## src/rtl/fractal_pixel_source.sv

```systemverilog
// Raster-scan Mandelbrot pixel source: one escape-time iteration per cycle,
// iteration count mapped to RGB, presented with valid/sof/eol under a ready handshake.
// Optional Julia mode when FRACTAL_JULIA_EN is defined (adds julia_re/julia_im inputs).
module fractal_pixel_source #(
  parameter int unsigned WIDTH    = 640,
  parameter int unsigned HEIGHT   = 480,
  parameter int unsigned MAX_ITER = 255,
  parameter int unsigned FRAC     = 12
) (
  input  logic        aclk,
  input  logic        aresetn,
  input  logic        enable,
  input  logic [15:0] x_origin,
  input  logic [15:0] y_origin,
  input  logic [15:0] step,
`ifdef FRACTAL_JULIA_EN
  input  logic [15:0] julia_re,
  input  logic [15:0] julia_im,
`endif
  output logic [7:0]  r,
  output logic [7:0]  g,
  output logic [7:0]  b,
  output logic        valid,
  output logic        sof,
  output logic        eol,
  input  logic        ready
);

  localparam int unsigned XW = (WIDTH  > 1) ? $clog2(WIDTH)  : 1;
  localparam int unsigned YW = (HEIGHT > 1) ? $clog2(HEIGHT) : 1;
  localparam logic [XW-1:0] X_LAST = XW'(WIDTH - 1);
  localparam logic [YW-1:0] Y_LAST = YW'(HEIGHT - 1);
  localparam logic [7:0] ITER_MAX = 8'(MAX_ITER);
  localparam logic signed [32:0] ESC_LIM = 33'(4) << (2 * FRAC);

  typedef enum logic [1:0] {ST_INIT, ST_ITER, ST_HOLD} state_t;

  state_t             state_q, state_d;
  logic [XW-1:0]      x_q, x_d;
  logic [YW-1:0]      y_q, y_d;
  logic [7:0]         iter_q, iter_d;
  logic               first_frame_q, first_frame_d;
  logic signed [15:0] xo_q, xo_d, yo_q, yo_d;
  logic [15:0]        step_q, step_d;
  logic signed [15:0] cur_re_q, cur_re_d, cur_im_q, cur_im_d;
  logic signed [15:0] z_re_q, z_re_d, z_im_q, z_im_d;
  logic [7:0]         r_q, r_d, g_q, g_d, b_q, b_d;
  logic               valid_q, valid_d, sof_q, sof_d, eol_q, eol_d;
`ifdef FRACTAL_JULIA_EN
  logic signed [15:0] jre_q, jre_d, jim_q, jim_d;
`endif

  logic signed [31:0] rr, ii, ri;
  logic signed [32:0] mag;
  logic signed [15:0] add_re, add_im;

  // Next-state, datapath and registered-output computation
  always_comb begin
    state_d       = state_q;
    x_d           = x_q;
    y_d           = y_q;
    iter_d        = iter_q;
    first_frame_d = first_frame_q;
    xo_d          = xo_q;
    yo_d          = yo_q;
    step_d        = step_q;
    cur_re_d      = cur_re_q;
    cur_im_d      = cur_im_q;
    z_re_d        = z_re_q;
    z_im_d        = z_im_q;
    r_d           = r_q;
    g_d           = g_q;
    b_d           = b_q;
    valid_d       = valid_q;
    sof_d         = sof_q;
    eol_d         = eol_q;
`ifdef FRACTAL_JULIA_EN
    jre_d         = jre_q;
    jim_d         = jim_q;
    add_re        = jre_q;
    add_im        = jim_q;
`else
    add_re        = cur_re_q;
    add_im        = cur_im_q;
`endif

    rr  = 32'(z_re_q) * 32'(z_re_q);
    ii  = 32'(z_im_q) * 32'(z_im_q);
    ri  = 32'(z_re_q) * 32'(z_im_q);
    mag = 33'(rr) + 33'(ii);

    case (state_q)
      ST_INIT: begin
        if (enable) begin
          // frame start: capture configuration and restart coordinates
          if (first_frame_q || (x_q == '0 && y_q == '0)) begin
            first_frame_d = 1'b0;
            xo_d          = x_origin;
            yo_d          = y_origin;
            step_d        = step;
            cur_re_d      = x_origin;
            cur_im_d      = y_origin;
`ifdef FRACTAL_JULIA_EN
            jre_d         = julia_re;
            jim_d         = julia_im;
`endif
          end
`ifdef FRACTAL_JULIA_EN
          z_re_d = cur_re_d;
          z_im_d = cur_im_d;
`else
          z_re_d = '0;
          z_im_d = '0;
`endif
          iter_d  = '0;
          state_d = ST_ITER;
        end
      end
      ST_ITER: begin
        if (mag > ESC_LIM || iter_q == ITER_MAX) begin
          state_d = ST_HOLD;
          valid_d = 1'b1;
          sof_d   = (x_q == '0) && (y_q == '0);
          eol_d   = (x_q == X_LAST);
          if (iter_q == ITER_MAX) begin
            r_d = '0;
            g_d = '0;
            b_d = '0;
          end else begin
            r_d = {iter_q[4:0], 3'b000};
            g_d = {iter_q[6:0], 1'b0};
            b_d = ~iter_q;
          end
        end else begin
          z_re_d = 16'((rr - ii) >>> FRAC) + add_re;
          z_im_d = 16'(ri >>> (FRAC - 1)) + add_im;
          iter_d = iter_q + 8'd1;
        end
      end
      ST_HOLD: begin
        if (ready) begin
          valid_d = 1'b0;
          sof_d   = 1'b0;
          eol_d   = 1'b0;
          state_d = ST_INIT;
          // advance the raster; a wrapped frame relatches config in INIT
          if (x_q != X_LAST) begin
            x_d      = x_q + XW'(1);
            cur_re_d = cur_re_q + $signed(step_q);
          end else begin
            x_d      = '0;
            cur_re_d = xo_q;
            if (y_q != Y_LAST) begin
              y_d      = y_q + YW'(1);
              cur_im_d = cur_im_q + $signed(step_q);
            end else begin
              y_d      = '0;
              cur_im_d = yo_q;
            end
          end
        end
      end
      default: state_d = ST_INIT;
    endcase
  end

  // State and output registers with synchronous active-low reset
  always_ff @(posedge aclk) begin
    if (!aresetn) begin
      state_q       <= ST_INIT;
      x_q           <= '0;
      y_q           <= '0;
      iter_q        <= '0;
      first_frame_q <= 1'b1;
      xo_q          <= '0;
      yo_q          <= '0;
      step_q        <= '0;
      cur_re_q      <= '0;
      cur_im_q      <= '0;
      z_re_q        <= '0;
      z_im_q        <= '0;
      r_q           <= '0;
      g_q           <= '0;
      b_q           <= '0;
      valid_q       <= 1'b0;
      sof_q         <= 1'b0;
      eol_q         <= 1'b0;
`ifdef FRACTAL_JULIA_EN
      jre_q         <= '0;
      jim_q         <= '0;
`endif
    end else begin
      state_q       <= state_d;
      x_q           <= x_d;
      y_q           <= y_d;
      iter_q        <= iter_d;
      first_frame_q <= first_frame_d;
      xo_q          <= xo_d;
      yo_q          <= yo_d;
      step_q        <= step_d;
      cur_re_q      <= cur_re_d;
      cur_im_q      <= cur_im_d;
      z_re_q        <= z_re_d;
      z_im_q        <= z_im_d;
      r_q           <= r_d;
      g_q           <= g_d;
      b_q           <= b_d;
      valid_q       <= valid_d;
      sof_q         <= sof_d;
      eol_q         <= eol_d;
`ifdef FRACTAL_JULIA_EN
      jre_q         <= jre_d;
      jim_q         <= jim_d;
`endif
    end
  end

  assign r     = r_q;
  assign g     = g_q;
  assign b     = b_q;
  assign valid = valid_q;
  assign sof   = sof_q;
  assign eol   = eol_q;

endmodule
```

## config.mk

```make
export PLATFORM = sky130hd
export DESIGN_NAME = fractal_pixel_source
export DESIGN_NICKNAME = d
export VERILOG_FILES = /design/src/rtl/fractal_pixel_source.sv
export SDC_FILE = /design/constraint.sdc
export NUM_CORES = 2
export LEC_CHECK = 0
export CORE_MARGIN = 5
export CORE_UTILIZATION = 55
export DETAILED_ROUTE_END_ITERATION = 16
export GPL_ROUTABILITY_DRIVEN = 1
export GPL_TIMING_DRIVEN = 0
export PLACE_DENSITY_LB_ADDON = 0.2
export SYNTH_ARGS = -nofsm -noshare
export SYNTH_HDL_FRONTEND = slang
export SYNTH_SLANG_ARGS = --single-unit
```

## constraint.sdc

```tcl
create_clock -name aclk -period 17 [get_ports aclk]
set_clock_uncertainty 0.2 [all_clocks]
set_input_delay 1.7 -clock aclk [delete_from_list [all_inputs] [get_ports aclk]]
set_output_delay 1.7 -clock aclk [all_outputs]
set_load 0.02 [all_outputs]
```

==> metrics.yaml <==
status: "finished clean"
rrSetupSlack_ns: 4.26
overflow: 0
fin_tns_setup_ns: 0
grt.total_usage: 0.3023
postCtsResizedCells: 0
hold_buffers: 0
fp.dieArea_mm2: 0.07479
placed_cells: 5525
io_pins: 79
nFillCells: 6426
numPortBuffers: 74
synth-seq-cells: 160
avgViaCountPerCell: 5.584
nets: 5732
worstSkewPairLatency_ns: 0.47
cts_buffers: 17
yosys-top-cells-area: "fa_1, ha_1, inv_1, dfxtp_1, nand2_1"
wire_per_inst_um: 19.94
drt_first_pass_iters: 8
dp_hpwl_um: 93050
hold_path.startpoint: "first_frame_q"
r2r_cells: 32
drt_iter0_drc: 2507
grt_pass1_vias: 31146
yosys.area.top_type_share: 0.3654
maxCapViolCount: 0
syn_avg_cell_area_um2: 8.453
clockBufferDepth: 2
leakage_nw: 19.63
synthFlopType: "dfxtp_1"
synthMuxAreaShare: 0.01029
tightest_slew_ns: 1.304
die-width_um: 273.5
initial_utilization: 0.5557
slew-limit-headroom: 0.1241
detail-route-antenna-nets: 0
worst_setup_path_start_kind: "register"
yosys.area_share.simple: 0.1540
min_to: "first_frame_q"
synthXorXnorAreaFrac: 0.04725
peakVddDrop_v: 0.0002291
ys_seq_area_frac: 0.08389
hold_viol: 0
synth-edff-count: 0
finalNonFillerCells: 5561
ctsRootBufferMaster: "clkbuf_16"
htreeDepth: 4
antenna_found_initial: 5
clk_pin_slew_worst_paths_ns: 0.09
synth_top_family_by_area: "adder cells"
cp_slowest_stage_delay_ns: 0.91
die_y_um: 273.5
cpMostUsedCell: "fa_1"
post-cts-setup-buffers: 0
synthArstFlopShare: 0
drive_above_1_share: 0.01751
cts_tree: "done"
end_kind: "register"
utilization: 0.5926
cp_max_fo: 10
rows: 96
critPathKind: "reg2reg"
drt_wl_total_um: 110900
place_congestion: 0.9518
grt_first_pass_wirelength_um: 174400
cts_num_sinks: 160
synth-adder-area-share: 0.4867
power_per_cell_area_mw_per_mm2: 123.8
ys_warn_count: 0
cp.required_ns: 17.19
period_share: 0.7493
cp_slowest_cell: "nor3_1"
synthesis.area_mm2: 0.03818
yosysTopAreaCell: "fa_1"
drc: 0
drv_slew: 0
timing.final.crit_period_ns: 12.74
setup_viol: 0
arrival_ns: 12.93
yosysUniqueCellTypes: 81
grt_max_degree: 20
rsz0062_at_grt: "false"
hold_class: "reg2reg"
syn_to_final_growth_pct: 6.639
coreArea_mm2: 0.06871
r2r_start: "z_re_q[10]"
fmax_mhz: 78.50
setup.worst_path.start: "z_re_q[10]"
r2r-end: "z_im_q[12]"
whs_path_depth: 2
synth-compound-area-share: 0.1004
synthCells: 4517
fin_total_pwr_w: 0.005041
via_count: 31055
per-layer routing:
| metal | part of all wire | track usage | vias up |
|---|---|---|---|
| met3 | 0.096 | 0.07459 | 199 |
| met1 | 0.41 | 0.4166 | 15414 |
| met2 | 0.44 | 0.4628 | 1237 |
| met4 | 0.051 | 0.1187 | 4 |
| li1 | - | - | 14201 |
| met5 | 0.00062 | 0 | - |
worst max-delay path, delay by kind of cell, from the launching register on:
kind            cells  cell delay (ns)
compound gates      7             2.25
simple gates        9             3.84
mux                 1             0.24
buf+inv             6             1.79
flops               1             0.46
xor+xnor            1             0.14
fa+ha+maj           8             3.71
cells in the mapped netlist (all sizes together) (5+ instances only):
library cell and instances:
xnor2 139, nor4 11, or2 9, and3 29, buf 28, o21a 15
and2 153, a21boi 5, a21oi 222, nand3 77, o21ai 89, nor3 61
o2111ai 9, a211o 12, dfxtp 160, nor3b 7, a31oi 24, nor2b 31
a211oi 33, o211ai 32, a41oi 9, fa 697, a21o 51, clkbuf 165
nand2 566, a2111oi 5, or3 21, nor2 245, a31o 6, or4 5
ha 370, nand2b 25, a311oi 9, nand3b 10, xor2 67, o31ai 11
inv 977, mux2i 37, nand4 19, o21bai 13
cell families after synthesis:
family	Yosys count
flops	160
fa+ha+maj	1067
mux	39
simple gates	1278
compound gates	592
xor+xnor	206
other cells	1
buf+inv	1174
sequential cells by signal, summed over array words and instances, names as in the netlist:
register / count
add_im: 16
add_re: 16
b: 8
eol: 1
first_frame_q: 1
g: 3
iter_q: 8
r: 4
sof: 1
state_q: 2
step_q: 16
valid: 1
x_q: 10
xo_q: 16
y_q: 9
yo_q: 16
z_im_q: 16
z_re_q: 16
worst max path at each step:
| stage | depth (start not counted) | endpoint | slack [ns] |
|---|---|---|---|
| final | 32 | z_im_q[12] | 4.26 |
| after detailed placement | 32 | z_im_q[12] | 4.69 |
| after global placement | 33 | z_im_q[12] | 4.77 |
| after CTS | 32 | z_im_q[12] | 4.62 |
| after floorplan | 38 | z_re_q[15] | 7.86 |
| after global routing | 33 | z_im_q[7] | 3.68 |
layout make-up:
cell class | count | area [um^2] | area share
flip-flops and latches | 160 | 3203 | 0.07867
diodes | 4 | 10.01 | 0.0002458
well taps | 931 | 1165 | 0.02861
clock buffers | 17 | 425.4 | 0.01045
clock inverters | 15 | 182.7 | 0.004486
multi-input cells | 3186 | 30510 | 0.7493
plain buffers | 193 | 799.5 | 0.01964
inverters | 981 | 3682 | 0.09044
repair buffers | 74 | 740.7 | 0.01819
stage by stage:
stage               worst slack (ns)  hold WS, ns  area (um^2)
floorplan                      7.861       0.2229        38190
global placement               4.768       0.2450        40100
detailed placement             4.687       0.2496        40100
CTS                            4.621       0.2607        40710
global route                   3.682       0.2784        40710
finish                         4.262       0.2617        40720
power breakdown:
part           leakage (nW)  switching (W)  internal, W
Combinational          18.0        0.00260      0.00147
Clock                 0.297       0.000212     0.000200
Sequential             1.30       0.000103     0.000458
cell usage in the layout, fill, tap and decap left out, types with 25 or more instances in the layout:
cell and n:
nand2b_1 25, clkbuf_1 165, o21ai_0 80, a21o_1 51, and3_1 29, xor2_1 67
clkdlybuf4s50_1 74, o211ai_1 32, nor2_1 245, nand3_1 76, and2_1 153, inv_1 975
a21oi_1 222, nor3_1 60, ha_1 370, nand2_1 565, xnor2_1 139, a211oi_1 30
dfxtp_1 160, fa_1 697, mux2i_1 37, nor2b_1 31
No activity file was read; power rests on OpenSTA's default activity.
